===== src/rtl/match_referee_if.sv =====
// match_referee_if: player state codes in, health/timer/round/winner status out.
interface match_referee_if;
  logic       start;
  logic [3:0] p1_state;
  logic [3:0] p2_state;
  logic [6:0] p1_health;
  logic [6:0] p2_health;
  logic [6:0] timer_sec;
  logic [1:0] p1_rounds;
  logic [1:0] p2_rounds;
  logic [1:0] round_winner;
  logic [1:0] match_winner;
  logic       freeze;
  logic       round_reset;
  logic [1:0] ref_state;
  modport master (
    output start, p1_state, p2_state,
    input  p1_health, p2_health, timer_sec, p1_rounds, p2_rounds,
           round_winner, match_winner, freeze, round_reset, ref_state
  );
  modport slave (
    input  start, p1_state, p2_state,
    output p1_health, p2_health, timer_sec, p1_rounds, p2_rounds,
           round_winner, match_winner, freeze, round_reset, ref_state
  );
endinterface


===== src/rtl/match_referee.sv =====
// match_referee: detects hits/blocks from controller state edges and runs health, timer, rounds and match.
module match_referee #(
  parameter logic [6:0] MAX_HEALTH     = 7'd100,
  parameter logic [6:0] I_DAMAGE       = 7'd10,
  parameter logic [6:0] D_DAMAGE       = 7'd15,
  parameter logic [6:0] CHIP_DAMAGE    = 7'd2,
  parameter logic [5:0] FRAMES_PER_SEC = 6'd60,
  parameter logic [6:0] ROUND_TIME     = 7'd99,
  parameter logic [7:0] READY_FRAMES   = 8'd120,
  parameter logic [7:0] END_FRAMES     = 8'd180,
  parameter logic [1:0] ROUNDS_TO_WIN  = 2'd2
) (
  input logic            logic_clk,
  input logic            reset,
  match_referee_if.slave bus
);
  typedef enum logic [1:0] {PRE_ROUND, FIGHT, ROUND_END, MATCH_OVER} state_t;
  state_t     state, state_n;
  logic [7:0] cnt;
  logic [6:0] h1, h2, timer, dmg1, dmg2;
  logic [3:0] prev1, prev2;
  logic [1:0] r1, r2, rw, mw, win;
  logic       fight, hit1, hit2, blk1, blk2, atk1, atk2, ko, sec_wrap, match_done;
  assign fight      = (state == FIGHT);
  assign hit1       = (bus.p1_state == 4'd9) && (prev1 != 4'd9);
  assign hit2       = (bus.p2_state == 4'd9) && (prev2 != 4'd9);
  assign blk1       = (bus.p1_state == 4'd10) && (prev1 != 4'd10);
  assign blk2       = (bus.p2_state == 4'd10) && (prev2 != 4'd10);
  assign atk1       = (bus.p1_state == 4'd7) || (bus.p1_state == 4'd8);
  assign atk2       = (bus.p2_state == 4'd7) || (bus.p2_state == 4'd8);
  assign dmg1       = !fight ? 7'd0 : hit1 ? (atk2 ? D_DAMAGE : I_DAMAGE) : blk1 ? CHIP_DAMAGE : 7'd0;
  assign dmg2       = !fight ? 7'd0 : hit2 ? (atk1 ? D_DAMAGE : I_DAMAGE) : blk2 ? CHIP_DAMAGE : 7'd0;
  assign ko         = (h1 == 7'd0) || (h2 == 7'd0);
  assign sec_wrap   = (cnt == {2'b00, FRAMES_PER_SEC - 6'd1});
  assign match_done = (r1 == ROUNDS_TO_WIN) || (r2 == ROUNDS_TO_WIN);
  // Knockouts dominate; otherwise (timeout) the healthier player takes the round.
  assign win = (h1 == 7'd0 && h2 == 7'd0) ? 2'b11 : (h1 == 7'd0) ? 2'b10 : (h2 == 7'd0) ? 2'b01 :
               (h1 > h2) ? 2'b01 : (h2 > h1) ? 2'b10 : 2'b11;
  always_ff @(posedge logic_clk or posedge reset)
    if (reset) state <= PRE_ROUND;
    else state <= state_n;
  always_comb begin
    state_n = state;
    case (state)
      PRE_ROUND:  state_n = (cnt == READY_FRAMES - 8'd1) ? FIGHT : PRE_ROUND;
      FIGHT:      state_n = (ko || timer == 7'd0) ? ROUND_END : FIGHT;
      ROUND_END:  state_n = (cnt != END_FRAMES - 8'd1) ? ROUND_END : match_done ? MATCH_OVER : PRE_ROUND;
      MATCH_OVER: state_n = bus.start ? PRE_ROUND : MATCH_OVER;
      default:    state_n = state;
    endcase
  end
  always_ff @(posedge logic_clk or posedge reset)
    if (reset) begin
      cnt   <= 8'd0;
      h1    <= MAX_HEALTH;
      h2    <= MAX_HEALTH;
      timer <= ROUND_TIME;
      r1    <= 2'd0;
      r2    <= 2'd0;
      rw    <= 2'd0;
      mw    <= 2'd0;
      prev1 <= 4'd0;
      prev2 <= 4'd0;
    end else begin
      prev1 <= bus.p1_state;
      prev2 <= bus.p2_state;
      case (state)
        PRE_ROUND: cnt <= (state_n == FIGHT) ? 8'd0 : cnt + 8'd1;
        FIGHT: begin
          cnt <= (state_n == ROUND_END || sec_wrap) ? 8'd0 : cnt + 8'd1;
          if (sec_wrap && timer != 7'd0) timer <= timer - 7'd1;
          h1 <= (h1 > dmg1) ? h1 - dmg1 : 7'd0;
          h2 <= (h2 > dmg2) ? h2 - dmg2 : 7'd0;
          if (state_n == ROUND_END) begin
            rw <= win;
            if (win == 2'b01 && r1 != 2'd3) r1 <= r1 + 2'd1;
            if (win == 2'b10 && r2 != 2'd3) r2 <= r2 + 2'd1;
          end
        end
        ROUND_END: begin
          cnt <= (state_n == ROUND_END) ? cnt + 8'd1 : 8'd0;
          if (state_n == MATCH_OVER) mw <= (r1 == ROUNDS_TO_WIN) ? 2'b01 : 2'b10;
          if (state_n == PRE_ROUND) begin
            h1    <= MAX_HEALTH;
            h2    <= MAX_HEALTH;
            timer <= ROUND_TIME;
          end
        end
        default:
          if (state_n == PRE_ROUND) begin
            cnt   <= 8'd0;
            h1    <= MAX_HEALTH;
            h2    <= MAX_HEALTH;
            timer <= ROUND_TIME;
            r1    <= 2'd0;
            r2    <= 2'd0;
            rw    <= 2'd0;
            mw    <= 2'd0;
          end
      endcase
    end
  assign bus.p1_health    = h1;
  assign bus.p2_health    = h2;
  assign bus.timer_sec    = timer;
  assign bus.p1_rounds    = r1;
  assign bus.p2_rounds    = r2;
  assign bus.round_winner = rw;
  assign bus.match_winner = mw;
  assign bus.freeze       = (state != FIGHT);
  assign bus.round_reset  = (state == PRE_ROUND);
  assign bus.ref_state    = state;
endmodule


===== src/flat_wrapper.sv =====
// flat-port wrapper written by rule: the top's interface ports become plain ports
module match_referee_flat 
#(
  parameter logic [6:0] MAX_HEALTH     = 7'd100,
  parameter logic [6:0] I_DAMAGE       = 7'd10,
  parameter logic [6:0] D_DAMAGE       = 7'd15,
  parameter logic [6:0] CHIP_DAMAGE    = 7'd2,
  parameter logic [5:0] FRAMES_PER_SEC = 6'd60,
  parameter logic [6:0] ROUND_TIME     = 7'd99,
  parameter logic [7:0] READY_FRAMES   = 8'd120,
  parameter logic [7:0] END_FRAMES     = 8'd180,
  parameter logic [1:0] ROUNDS_TO_WIN  = 2'd2
)
  (logic_clk, reset, bus_start, bus_p1_state, bus_p2_state, bus_p1_health, bus_p2_health, bus_timer_sec, bus_p1_rounds, bus_p2_rounds, bus_round_winner, bus_match_winner, bus_freeze, bus_round_reset, bus_ref_state);
  match_referee_if bus_i ();
  input logic logic_clk;
  input logic reset;
  input wire logic [$bits(bus_i.start)-1:0] bus_start;
  input wire logic [$bits(bus_i.p1_state)-1:0] bus_p1_state;
  input wire logic [$bits(bus_i.p2_state)-1:0] bus_p2_state;
  output wire logic [$bits(bus_i.p1_health)-1:0] bus_p1_health;
  output wire logic [$bits(bus_i.p2_health)-1:0] bus_p2_health;
  output wire logic [$bits(bus_i.timer_sec)-1:0] bus_timer_sec;
  output wire logic [$bits(bus_i.p1_rounds)-1:0] bus_p1_rounds;
  output wire logic [$bits(bus_i.p2_rounds)-1:0] bus_p2_rounds;
  output wire logic [$bits(bus_i.round_winner)-1:0] bus_round_winner;
  output wire logic [$bits(bus_i.match_winner)-1:0] bus_match_winner;
  output wire logic [$bits(bus_i.freeze)-1:0] bus_freeze;
  output wire logic [$bits(bus_i.round_reset)-1:0] bus_round_reset;
  output wire logic [$bits(bus_i.ref_state)-1:0] bus_ref_state;
  assign bus_i.start = bus_start;
  assign bus_i.p1_state = bus_p1_state;
  assign bus_i.p2_state = bus_p2_state;
  assign bus_p1_health = bus_i.p1_health;
  assign bus_p2_health = bus_i.p2_health;
  assign bus_timer_sec = bus_i.timer_sec;
  assign bus_p1_rounds = bus_i.p1_rounds;
  assign bus_p2_rounds = bus_i.p2_rounds;
  assign bus_round_winner = bus_i.round_winner;
  assign bus_match_winner = bus_i.match_winner;
  assign bus_freeze = bus_i.freeze;
  assign bus_round_reset = bus_i.round_reset;
  assign bus_ref_state = bus_i.ref_state;
  match_referee #(.MAX_HEALTH(MAX_HEALTH), .I_DAMAGE(I_DAMAGE), .D_DAMAGE(D_DAMAGE), .CHIP_DAMAGE(CHIP_DAMAGE), .FRAMES_PER_SEC(FRAMES_PER_SEC), .ROUND_TIME(ROUND_TIME), .READY_FRAMES(READY_FRAMES), .END_FRAMES(END_FRAMES), .ROUNDS_TO_WIN(ROUNDS_TO_WIN)) u_core (.logic_clk(logic_clk), .reset(reset), .bus(bus_i));
endmodule

===== config.mk =====
export PLATFORM = sky130hd
export DESIGN_NAME = match_referee_flat
export DESIGN_NICKNAME = d
export VERILOG_FILES = /design/src/rtl/match_referee_if.sv /design/src/rtl/match_referee.sv /design/src/flat_wrapper.sv
export SDC_FILE = /design/constraint.sdc
export NUM_CORES = 1
export LEC_CHECK = 0
export CORE_MARGIN = 2
export CORE_UTILIZATION = 49
export DETAILED_ROUTE_END_ITERATION = 10
export GPL_TIMING_DRIVEN = 0
export HOLD_SLACK_MARGIN = 0.06
export PLACE_DENSITY = 0.75
export SYNTH_ARGS = -nofsm -noshare
export SYNTH_HDL_FRONTEND = slang
export SYNTH_SLANG_ARGS = --single-unit

===== constraint.sdc =====
create_clock -name logic_clk -period 3.2 [get_ports logic_clk]
set_input_delay 0.64 -clock logic_clk [delete_from_list [all_inputs] [get_ports logic_clk]]
set_output_delay 0.64 -clock logic_clk [all_outputs]
set_load 0.005 [all_outputs]

# --- Word level (Yosys, flattened, before mapping) ---
# Cells that the tools add are included.
op_classes:
  addsub: 6
  n_lt_le_gt_ge: 4
  eq_ne: 33
  n_mux: 44
  bitwise: 3
  reduce_logical: 31
op_table:
  columns: ["operator", "count"]
  rows:
  - ["$mux W7", 9]
  - ["$pmux W7 S2", 3]
  - ["$mux W2", 18]
  - ["$mux W8", 4]
  - ["$gt A7 B7 Y1", 4]
  - ["$eq A4 B4 Y1 const B", 6]
  - ["$pmux W8 S3", 1]
  - ["$logic_not A7 Y1", 3]
  - ["$ne A4 B4 Y1 const B", 4]
  - ["$pmux W2 S2", 4]
  - ["$eq A2 B2 Y1 const B", 7]
  - ["$sub A7 B7 Y7", 2]
  - ["$ne A2 B2 Y1 const B", 6]
  - ["$reduce_and A3 Y1", 3]
  - ["$add A8 B1 Y8 const B", 1]
  - ["$eq A4 B3 Y1 const B", 2]
  - ["$eq A8 B6 Y1 const B", 1]
  - ["$eq A8 B7 Y1 const B", 1]
  - ["$logic_and A1 B1 Y1", 8]
  - ["$ne A8 B8 Y1 const B", 1]
  - ["$pmux W2 S4", 1]
  - ["$reduce_and A4 Y1", 2]
  - ["$reduce_bool A7 Y1", 1]
  - ["$sub A7 B1 Y7 const B", 1]
  - ["12 further kinds", 28]
totals:
  register_bits: 47
  input_bits: 11
  output_inout_bits: 33
  word_cells: 132

# --- Depth between registers and ports, before layout ---
# Gate-level depths: netlist of the first run.
logic_depth:
  word_depth: 11
  depth_mapped: 15
  mapped_depth_nobuf: 14

# --- Least setup slack after synthesis of the first run ---
# Ideal clock, no wire load.
synth_path:
  kind: "flip-flop to flip-flop"
  start: "register u_core.state[0], in the netlist u_core.bus.ref_state[0]"
  end: "register u_core.h1[6], in the netlist u_core.bus.p1_health[6]"
  setup_time_ps: 84
  t_arrival_ps: 3172
  required_ps: 3116
  path_slack_ps: -56
  stages_incl_launch_ff: 15
  path_buffers: 1
  synth_period_minus_slack_ps: 3256
  cell_sequence: "dfrtp_1 > nor2b_1 > clkbuf_1 > inv_1 > or4_1 > o21bai_1 > inv_1 > ha_1 > inv_1 > fa_1 > a21o_1 > a21o_1 > or4_1 > a21oi_1 > o31ai_1"
synth_via:
  elab_chain_cells: 5
  word_cells_on_any_way: 14
  cone_classes: "1 x add/sub; 1 x order compare; 3 x eq/ne; 4 x mux; 1 x bitwise; 4 x reduce/logical"
synth_rtl:
  columns: ["element", "line_no", "source"]
  rows:
  - ["start, declared", "match_referee.sv:18", "state_t state, state_n;"]
  - ["start signal, assigned", "match_referee.sv:41", "else state <= state_n;"]
  - ["$eq A2 B1 Y1, or another cell as far along", "match_referee.sv:24, match_referee.sv:44, match_referee.sv:67", null]
  - ["$mux W7 or $pmux W2 S4 (tied branches)", "match_referee.sv:31, match_referee.sv:44", null]
  - ["$sub A7 B7 Y7, or another cell as far along", "match_referee.sv:72", "h1 <= (h1 > dmg1) ? h1 - dmg1 : 7'd0;"]
  - ["$mux W7 or $reduce_bool A2 Y1 (tied branches)", null, null]
  - ["$pmux W7 S2 or $reduce_and A2 Y1 (tied branches)", null, null]
  - ["end signal, assigned", "match_referee.sv:72", null]
  - ["end, declared", "match_referee.sv:20", "logic [6:0] h1, h2, timer, dmg1, dmg2;"]
# Several ways; a longest one is shown, not always the timed one.
# A chain may end at the register's enable or synchronous reset.

# --- Worst setup path after layout of the first run ---
layout_path:
  start: "input port bus_p1_state[1]"
  end: "register u_core.h1[6], in the netlist u_core.bus.p1_health[6]"
layout_via:
  elab_chain_cells: 8
  word_cells_on_any_way: 11
  cone_classes: "1 x add/sub; 1 x order compare; 2 x eq/ne; 5 x mux; 2 x reduce/logical"
layout_rtl:
  columns: ["element", "line_no", "source"]
  rows:
  - ["start, declared", "flat_wrapper.sv:19", "input wire logic [$bits(bus_i.p1_state)-1:0] bus_p1_state;"]
  - ["$eq A4 B4 Y1", "match_referee.sv:27", "assign blk1 = (bus.p1_state == 4'd10) && (prev1 != 4'd10);"]
  - ["$logic_and A1 B1 Y1", "match_referee.sv:27", null]
  - ["$mux W2", "match_referee.sv:31", "assign dmg1 = !fight ? 7'd0 : hit1 ? (atk2 ? D_DAMAGE : I_DAMAGE) : blk1 ? CHIP_DAMAGE : 7'd0;"]
  - ["$mux W7 * (2 in series)", "match_referee.sv:31", null]
  - ["$sub A7 B7 Y7 or $gt A7 B7 Y1 (tied branches)", "match_referee.sv:72", null]
  - ["$mux W7 *", "match_referee.sv:72", null]
  - ["$pmux W7 S2 *", "match_referee.sv:67", "case (state)"]
# Mark *: on every way between the ends. The rest lies on a longest branch, timed or not.

==> results_dict.tcl, run 1 <==
set metrics [dict create \
    outcome "complete, no violations" \
    ioPinCount 44 \
    nFillCells 464 \
    cts_sinks 47 \
    finalMaxSlewViolations 0 \
    synthDistinctLibCells 56 \
    maxCapViolCount 0 \
    syn_area_per_cell_sq_um 9.37 \
    hp-class "in -> reg" \
    synth.most_common_cell "dfrtp_1" \
    drt_iter0_markers 104 \
    cts.hold.buffers_added 0 \
    cts.path.max_buffers 2 \
    ys_warn_count 0 \
    synthFlopType "dfrtp_1" \
    grt_start_max_net_pins 29 \
    pre_cts_ws_ns -0.773 \
    wl_mm 7.47 \
    grt_pass1_vias 2588 \
    wl_per_cell_um 16.2 \
    synthTopCellsByArea "dfrtp_1 (31%), dfstp_2 (8.8%), ha_1 (8.8%)" \
    r2r_start "u_core.bus.ref_state[1]$_DFF_PP0_" \
    synthCells 318 \
    post-route-util 0.661 \
    numCtsBuffers 5 \
    reg2reg_setup_slack_ns 0.10 \
    p_leak_nw 1.69 \
    min_to "u_core.prev1[1]$_DFF_PP0_" \
    worstReg2RegEnd "u_core.bus.p1_health[6]$_DFFE_PP1P_" \
    clk_pin_slew_ns 0.09 \
    final-hold-violation-count 0 \
    dpl.hpwl_mm 5.23 \
    tightest_slew_ns 0.974 \
    portBuffers 43 \
    chipHeight_um 82.0 \
    drc 0 \
    reg2regPathDepth 13 \
    multi_input_area_sq_um 1850 \
    hold_path_startpoint "bus_p1_state[1]" \
    initial_utilization 0.506 \
    power.ir.vdd_worst_uv 320 \
    yosysTopAreaCell "dfrtp_1" \
    die_w_um 82.0 \
    worst-endpoint-arrival_ns 3.38 \
    start_kind "input pin" \
    powerDensity_nw_per_um2 832 \
    synthArstFlopShare 1.00 \
    antenna_cells 0 \
    end_kind "flop" \
    rows 28 \
    first_pass_iters 4 \
    via_per_inst 5.92 \
    seq_area_sq_um 1190 \
    synth-seq-cells 47 \
    ant_nets 0 \
    syn_nets 352 \
    yosys-top-cells-count "dfrtp_1 (37), nand2_1 (26), inv_1 (24), nor2_1 (24), ha_1 (21)" \
    overflow 0 \
    synth_edf_count 0 \
    coreArea_sq_um 5890 \
    max_clock_freq_mhz 318 \
    antenna_found_initial 0 \
    mappedNetlistArea_sq_um 2980 \
    crit_fanout 5 \
    vias 2723 \
    synth_top_area_frac 0.311 \
    nets 418 \
    whs_path_depth 1 \
    grt_pass1_wl_mm 12.3 \
    clock_skew_ns 0.00755 \
    die-area_sq_um 6720 \
    syn_to_final_growth_pct 30.6 \
    min_period_over_period 0.984 \
    cts_root_buffer "clkbuf_8" \
    layout_setup_ws_ns 0.0507 \
    cts_tree "built" \
    crit_required_ns 3.43 \
    period_minus_slack_ns 3.15 \
    htreeDepth 2 \
    setup_viol 0 \
    ys_seq_area_frac 0.399 \
    grt.total_usage 0.237 \
    layout-drive-gt1-share 0.197 \
    relSlewSlack 0.342 \
    holdWs_ns 0.451 \
    gp_congestion 0.863 \
    path_class "in -> reg" \
    clk_latency_ns 0.30 \
]
[cells in the final DEF (no fill, tap or decap), types with 7 or more instances in the layout]
cell and instances:
nand2_1 26, a21oi_1 7, a21o_1 7, clkdlybuf4s50_1 35, o21ai_0 14, dfrtp_1 36
or3_1 7, nand3_1 14, dfstp_2 10, nor3_1 8, inv_1 18, nor2_1 24
ha_1 18, buf_4 17
[flip-flops by register name, indices dropped and copies added, names as in the netlist]
register / flops
u_core.prev2: 4
u_core.prev1: 4
u_core.bus.match_winner: 2
u_core.bus.p2_health: 7
u_core.bus.p1_health: 7
u_core.cnt: 8
u_core.bus.timer_sec: 7
u_core.bus.p2_rounds: 2
u_core.bus.ref_state: 2
u_core.bus.p1_rounds: 2
u_core.bus.round_winner: 2
[cells by family after synthesis]
kind of cell	Yosys count	share of synthesized area
adder cells (fa/ha/maj)	23	0.102
multiplexers	2	0.00672
buffers and inverters	30	0.0395
AO/OA/AOI/OAI	73	0.172
AND/OR/NAND/NOR	136	0.261
XOR/XNOR	7	0.0206
flip-flops	47	0.399
[how the worst max path moves through the flow]
stage | from | endpoint | slack [ns] | depth (start not counted)
floorplan | u_core.bus.ref_state[0]$_DFF_PP0_ | u_core.bus.p1_health[6]$_DFFE_PP1P_ | 0.02 | 14
detailed placement | bus_p1_state[1] | u_core.bus.p1_health[6]$_DFFE_PP1P_ | -0.77 | 12
finish | bus_p1_state[1] | u_core.bus.p1_health[6]$_DFFE_PP1P_ | 0.05 | 13
global placement | bus_p1_state[1] | u_core.bus.p1_health[6]$_DFFE_PP1P_ | -0.70 | 13
global route | bus_p2_state[1] | u_core.bus.p2_health[6]$_DFFE_PP1P_ | -0.01 | 14
CTS | bus_p1_state[2] | u_core.bus.p1_health[6]$_DFFE_PP1P_ | 0.001 | 12
[metal layers]
metal / share of wire / track usage / vias to the layer above
met5: 0 / 0 / -
li1: - / - / 1312
met2: 0.50 / 0.406 / 60
met3: 0.033 / 0.0407 / 13
met4: 0.018 / 0.0717 / 0
met1: 0.45 / 0.305 / 1338
[repair_timing]
item                       4_1_cts  5_1_grt
buffers inserted                10        6
hold endpoints to repair         0        0
resized for setup               41       24
pin swaps                        8       11
setup endpoints to repair       15        7
[report_power, final]
part / total [mW] / internal, mW / switching (mW)
Sequential: 1.06 / 0.808 / 0.247
Clock: 0.355 / 0.153 / 0.202
Combinational: 1.83 / 0.913 / 0.913
Total: 3.24 / 1.87 / 1.36
[critical path: stages]
cell      delay, ns
buf_8          0.10
nand2b_4       0.13
or4_4          0.54
o21bai_4       0.20
inv_2          0.07
ha_4           0.12
inv_2          0.04
fa_2           0.35
a21o_1         0.19
a21o_1         0.19
or4_4          0.55
a21oi_4        0.16
o31ai_4        0.08
[through the flow]
step	instances	total power, mW	cell area (sq um)	TNS [ns]
floorplan	318	2.01	2980	0
global placement	436	2.59	3510	-4.69
detailed placement	437	2.63	3530	-5.11
CTS	455	3.15	3800	0
global route	460	3.52	3890	-0.0274
finish	460	3.24	3890	0
[cell type report]
class	count	area share
clock buffer	6	0.0186
clock inverter	2	0.00322
buffer	5	0.00643
inverter	24	0.0238
multi-input combinational	241	0.476
timing repair buffer	60	0.142
tap	75	0.0241
sequential	47	0.306
Note: power is estimated with default switching activity, not from simulation.
==> run 2, diff against run 1 <==
Settings changed: PLACE_DENSITY 0.75 to 0.83.
==> run 2 against run 1 <==
Cell area is 1.0% lower. Flip-flop and latch count stayed put. Global-route usage is 0.96 points higher. Core utilization is 0.68 points lower. Critical endpoint is now u_core.bus.p2_health[6]$_DFFE_PP1P_. Highest routed layer unchanged.
==> results_dict.tcl, run 2 (same netlist as run 1, synthesis figures left out) <==
set metrics [dict create \
    p_int_mw 1.92 \
    cp_num_cells 14 \
    crit_required_ns 3.44 \
    layout-drive-gt1-share 0.185 \
    clk_latency_ns 0.31 \
    relSlewSlack 0.369 \
    rows 28 \
    cts_tree "built" \
    cts_root_buffer "clkbuf_8" \
    gp_congestion 0.836 \
    antenna_found_initial 0 \
    wl_mm 7.71 \
    outcome "complete, no violations" \
    drc 0 \
    hp-class "in -> reg" \
    layout.cells.most_common_list "clkdlybuf4s50_1 (35), dfrtp_1 (35), nand2_1 (26), nor2_1 (24), ha_1 (19)" \
    coreArea_sq_um 5890 \
    wl_per_cell_um 17.0 \
    end_kind "flop" \
    vias 2746 \
    largest_reg_flops 8 \
    clk_pin_slew_ns 0.09 \
    cts.hold.buffers_added 0 \
    setup_tns_ns 0 \
    portBuffers 43 \
    rsz0062_at_grt "yes" \
    drt_iter0_markers 267 \
    dpl.hpwl_mm 5.26 \
    clkPwrFrac 0.137 \
    path_cells "clkdlybuf4s15_1 > nand2b_4 > or4_4 > o21bai_4 > inv_2 > ha_4 > inv_2 > fa_2 > nand2_1 > nand2_1 > a21o_1 > or4_4 > a21oi_4 > o31ai_4" \
    overflow 0 \
    maxCapViolCount 0 \
    hold_path_startpoint "bus_p2_state[2]" \
    clock_skew_ns 0.00347 \
    cts_sinks 47 \
    die_w_um 82.0 \
    final-hold-violation-count 0 \
    crit_fanout 3 \
    start_kind "input pin" \
    critPathLaunch "bus_p2_state[3]" \
    min_period_over_period 0.982 \
    ioPinCount 44 \
    p_seq_frac 0.321 \
    r2r_start "u_core.bus.ref_state[1]$_DFF_PP0_" \
    cp_top_family "simple AND/OR/NAND/NOR gates" \
    grt_start_max_net_pins 33 \
    grt_pass1_vias 2632 \
    grt_pass1_wl_mm 12.6 \
    syn_to_final_growth_pct 29.2 \
    path_class "in -> reg" \
    first_pass_iters 4 \
    htreeDepth 2 \
    max_clock_freq_mhz 318 \
    wl_met2_mm 3.84 \
    via_per_inst 6.06 \
    numCtsBuffers 5 \
    die-area_sq_um 6720 \
    slowest_delay_ns 0.54 \
    crit_buf_inv 3 \
    worst-endpoint-arrival_ns 3.38 \
    p_sw_frac 0.420 \
    wl_met1_mm 3.32 \
    antenna_cells 0 \
    cp_slowest_cell "or4_4" \
    initial_utilization 0.506 \
    whs_path_depth 1 \
    pre_cts_ws_ns -0.668 \
    layout_setup_ws_ns 0.0575 \
    tightest_slew_ns 0.935 \
    reg2regPathDepth 14 \
    dr.max_layer_used "met4" \
    post-route-util 0.654 \
    grt.total_usage 0.247 \
    finalMaxSlewViolations 0 \
    p_leak_nw 1.67 \
    power.switching_mw 1.39 \
    period_minus_slack_ns 3.14 \
    max_flop_register "u_core.cnt" \
    cts.path.max_buffers 2 \
    dr_wl_met3_um 394 \
    p_comb_frac 0.542 \
    chipHeight_um 82.0 \
    powerDensity_nw_per_um2 859 \
    power.ir.vdd_worst_uv 365 \
    setup_viol 0 \
    ant_nets 0 \
    nets 411 \
]
==> run 2: changes by cell type in the layout (fill, tap and decap cells not counted), sizes merged <==
cell,change
clkdlybuf4s15,+2
dlygate4sd2,-1
clkinv,+1
bufinv,+1
clkbuf,-4
clkinvlp,-1
buf,-5
==> run 2: worst paths after layout <==
path	slack [ns]	end
max in group asynchronous	2.02	u_core.bus.p1_health[2]$_DFFE_PP1P_
setup reg to reg	0.06	u_core.bus.p2_health[6]$_DFFE_PP1P_
min in group asynchronous	0.61	u_core.bus.timer_sec[3]$_DFFE_PP0P_
setup / recovery	0.06	u_core.bus.p2_health[6]$_DFFE_PP1P_
hold reg to reg	0.51	u_core.cnt[0]$_DFFE_PP0P_
hold / removal	0.46	u_core.prev2[2]$_DFF_PP0_
==> run 2: worst reg2reg max path: stages (launching register included) <==
cell and delay, ns:
dfrtp_2 0.44, nor2b_4 0.15, inv_4 0.06, or4_4 0.52
o21bai_4 0.20, inv_2 0.07, ha_4 0.12, inv_2 0.03
fa_2 0.33, nand2_1 0.07, nand2_1 0.05, a21o_1 0.18
or4_4 0.53, a21oi_4 0.20, o31ai_4 0.10
==> run 2: layout make-up <==
| class | instances | area (sq um) |
|---|---|---|
| well taps | 75 | 93.8 |
| repair buffers | 53 | 498 |
| plain buffers | 5 | 25.0 |
| inverters | 24 | 92.6 |
| flip-flops and latches | 47 | 1190 |
| clock buffers | 5 | 68.8 |
| fillers | 443 | 2030 |
| multi-input cells | 241 | 1840 |
| clock inverters | 3 | 43.8 |
==> run 2: metal layers <==
| layer | up-vias | global-route usage |
|---|---|---|
| li1 | 1290 | - |
| met1 | 1358 | 0.321 |
| met2 | 84 | 0.401 |
| met3 | 14 | 0.0516 |
| met4 | 0 | 0.0967 |
| met5 | - | 0 |
==> run 2: timing repair <==
item	in CTS	in global routing
buffers inserted	7	2
setup endpoints to repair	15	12
resized for setup	46	20
pin swaps	10	8
==> run 2: through the flow <==
step / instances / area, sq um / power (mW) / hold WS, ns
2_1_floorplan: 318 / 2980 / 2.01 / 0.468
3_3_place_gp: 436 / 3510 / 2.57 / 0.465
3_5_place_dp: 437 / 3530 / 2.64 / 0.493
4_1_cts: 452 / 3790 / 3.21 / 0.459
5_1_grt: 453 / 3850 / 3.55 / 0.453
6_report: 453 / 3850 / 3.31 / 0.459
==> run 2: power by group through the flow <==
stage	Sequential, mW	Combinational [mW]	Clock [mW]
detailed placement	1.05	1.59	0
CTS	1.04	1.72	0.452
floorplan	1.00	1.01	0
global placement	1.04	1.53	0
finish	1.06	1.79	0.453
global route	1.09	1.98	0.482
==> run 3, diff against run 2 <==
Settings changed: CORE_UTILIZATION 49 to 55, PLACE_DENSITY 0.83 to 0.88.
Clock period 3.2 ns to 3.1 ns, I/O delays scaled along.
==> run 3 against run 2 <==
The run now ends with negative setup slack left. Highest routed layer unchanged. Clock-buffer cell count rose by 1. Flip-flop and latch count is the same. Cell area increased by 1.9%. Non-clock buffer count grew 7. Core utilization is 10 points higher. Cell count is 0.44% higher. Sequential share of layout area fell by 0.60 points. Setup slack got worse by 0.17 ns. First-iteration DRC count is 9.0% lower. Hold slack lost 0.018 ns.
==> results_dict.tcl, run 3 (same netlist as run 1, synthesis figures left out) <==
set metrics [dict create \
    outcome "finished with violations" \
    failed_checks "negative setup slack" \
    critPathLaunch "u_core.bus.ref_state[0]$_DFF_PP0_" \
    ant_nets 0 \
    maxCapViolCount 0 \
    syn_to_final_growth_pct 31.7 \
    r2r_start "u_core.bus.ref_state[0]$_DFF_PP0_" \
    drt_iter0_markers 243 \
    dpl.hpwl_mm 5.12 \
    die-area_sq_um 6020 \
    cts.hold.buffers_added 0 \
    relSlewSlack 0.416 \
    p_seq_frac 0.308 \
    ioPinCount 44 \
    grt.total_usage 0.273 \
    holdWs_ns 0.440 \
    clock_skew_ns 0.00918 \
    overflow 0 \
    gp_congestion 0.885 \
    crit_required_ns 3.34 \
    via_per_inst 6.13 \
    hold_path_startpoint "bus_p1_state[2]" \
    setup_tns_ns -0.201 \
    layout.cells.most_common_list "dfrtp_1 (36), clkdlybuf4s50_1 (35), nand2_1 (26), nor2_1 (24), ha_1 (19)" \
    first_pass_iters 4 \
    wl_per_cell_um 17.5 \
    initial_utilization 0.576 \
    final-hold-violation-count 0 \
    reg2regPathDepth 15 \
    numCtsBuffers 5 \
    cp_slowest_cell "or4_4" \
    tightest_slew_ns 0.865 \
    vias 2788 \
    layout-drive-gt1-share 0.192 \
    layout_commonest_cell "dfrtp_1" \
    end_kind "flop" \
    grt_pass1_vias 2767 \
    max_clock_freq_mhz 311 \
    wl_mm 7.97 \
    grt_start_max_net_pins 32 \
    hp-class "in -> reg" \
    cts.path.max_buffers 2 \
    coreArea_sq_um 5170 \
    portBuffers 43 \
    die_w_um 77.6 \
    p_sw_frac 0.411 \
    htreeDepth 2 \
    pre_cts_ws_ns -0.751 \
    nets 418 \
    critPathCapture "u_core.bus.p2_health[6]$_DFFE_PP1P_" \
    p_comb_frac 0.538 \
    path_class "reg -> reg" \
    setup_viol 3 \
    max_flop_register "u_core.cnt" \
    antenna_cells 0 \
    power.switching_mw 1.46 \
    powerDensity_nw_per_um2 905 \
    min_period_over_period 1.04 \
    clk_pin_slew_ns 0.09 \
    slowest_delay_ns 0.53 \
    drc 0 \
    rows 26 \
    reg2reg_setup_slack_ns -0.11 \
    rsz0062_at_grt "yes" \
    worst-endpoint-arrival_ns 3.46 \
    period_minus_slack_ns 3.21 \
    clk_latency_ns 0.31 \
    cts_root_buffer "clkbuf_8" \
    grt_pass1_wl_mm 13.1 \
    path_cells "nor2b_1 > buf_4 > inv_4 > or4_4 > o21bai_4 > inv_2 > ha_4 > inv_2 > fa_2 > nand2_1 > nand2_1 > a21o_1 > or4_4 > a21oi_4 > o31ai_4" \
    cts_tree "built" \
    crit_fanout 5 \
    worstReg2RegEnd "u_core.bus.p2_health[6]$_DFFE_PP1P_" \
    largest_reg_flops 8 \
    layout_setup_ws_ns -0.112 \
    antenna_found_initial 0 \
    start_kind "flop" \
    cts_sinks 47 \
    p_int_mw 2.09 \
    power.ir.vdd_worst_uv 474 \
    chipHeight_um 77.6 \
    clkPwrFrac 0.154 \
    p_total_mw 3.55 \
    finalMaxSlewViolations 0 \
    p_leak_nw 1.71 \
    nFillCells 334 \
]
## run 3: cell types whose count changed in the layout (fill, tap and decap cells not counted), sizes merged
cell	change
buf	+5
clkbuf	+1
bufinv	+1
dlygate4sd2	+2
clkinv	-2
## run 3: layout make-up
class / count / area, sq um / area share
multi-input cells: 241 / 1830 / 0.467
flip-flops and latches: 47 / 1190 / 0.303
repair buffers: 59 / 552 / 0.141
inverters: 24 / 92.6 / 0.0236
well taps: 70 / 87.6 / 0.0223
clock buffers: 6 / 72.6 / 0.0185
clock inverters: 2 / 60.1 / 0.0153
plain buffers: 6 / 35.0 / 0.00893
## run 3: critical path: cells and delay by family (launching register included)
family / cells / cell delay, ns
simple gates: 5 / 1.30
fa+ha+maj: 2 / 0.50
buf+inv: 4 / 0.31
compound gates: 4 / 0.64
flops: 1 / 0.39
## run 3: worst min path at each step
stage | end | slack [ns] | cells after the start
detailed placement | u_core.bus.round_winner[0]$_DFFE_PP0P_ | 0.47 | 2
global placement | u_core.bus.round_winner[0]$_DFFE_PP0P_ | 0.46 | 2
global route | u_core.prev1[2]$_DFF_PP0_ | 0.43 | 1
floorplan | u_core.cnt[1]$_DFFE_PP0P_ | 0.47 | 2
CTS | u_core.prev1[2]$_DFF_PP0_ | 0.43 | 1
finish | u_core.prev1[2]$_DFF_PP0_ | 0.44 | 1
## run 3: power groups by stage
| stage | clock network [mW] | registers (mW) | logic, mW |
|---|---|---|---|
| 6_report | 0.547 | 1.09 | 1.91 |
| 5_1_grt | 0.572 | 1.12 | 2.10 |
| 4_1_cts | 0.546 | 1.07 | 1.80 |
| 3_5_place_dp | 0 | 1.08 | 1.64 |
| 3_3_place_gp | 0 | 1.07 | 1.58 |
| 2_1_floorplan | 0 | 1.04 | 1.04 |
## run 3: repair_timing
item                       in CTS  in global routing
buffers inserted               13                  2
gates resized for setup        47                 13
setup endpoints to repair      15                 12
pin swaps                      13                  8
## run 3: metal layers
layer,share of wire,track usage
met4,0.025,0.123
met3,0.062,0.0581
met2,0.49,0.442
met5,0,0
met1,0.43,0.349
## run 3: stage by stage
| stage | cell area (sq um) | utilization | cells |
|---|---|---|---|
| 2_1_floorplan | 2990 | - | 318 |
| 5_1_grt | 3920 | 0.759 | 455 |
| 4_1_cts | 3860 | 0.746 | 453 |
| 3_5_place_dp | 3520 | 0.681 | 432 |
| 6_report | 3920 | 0.759 | 455 |
| 3_3_place_gp | 3500 | 0.678 | 431 |
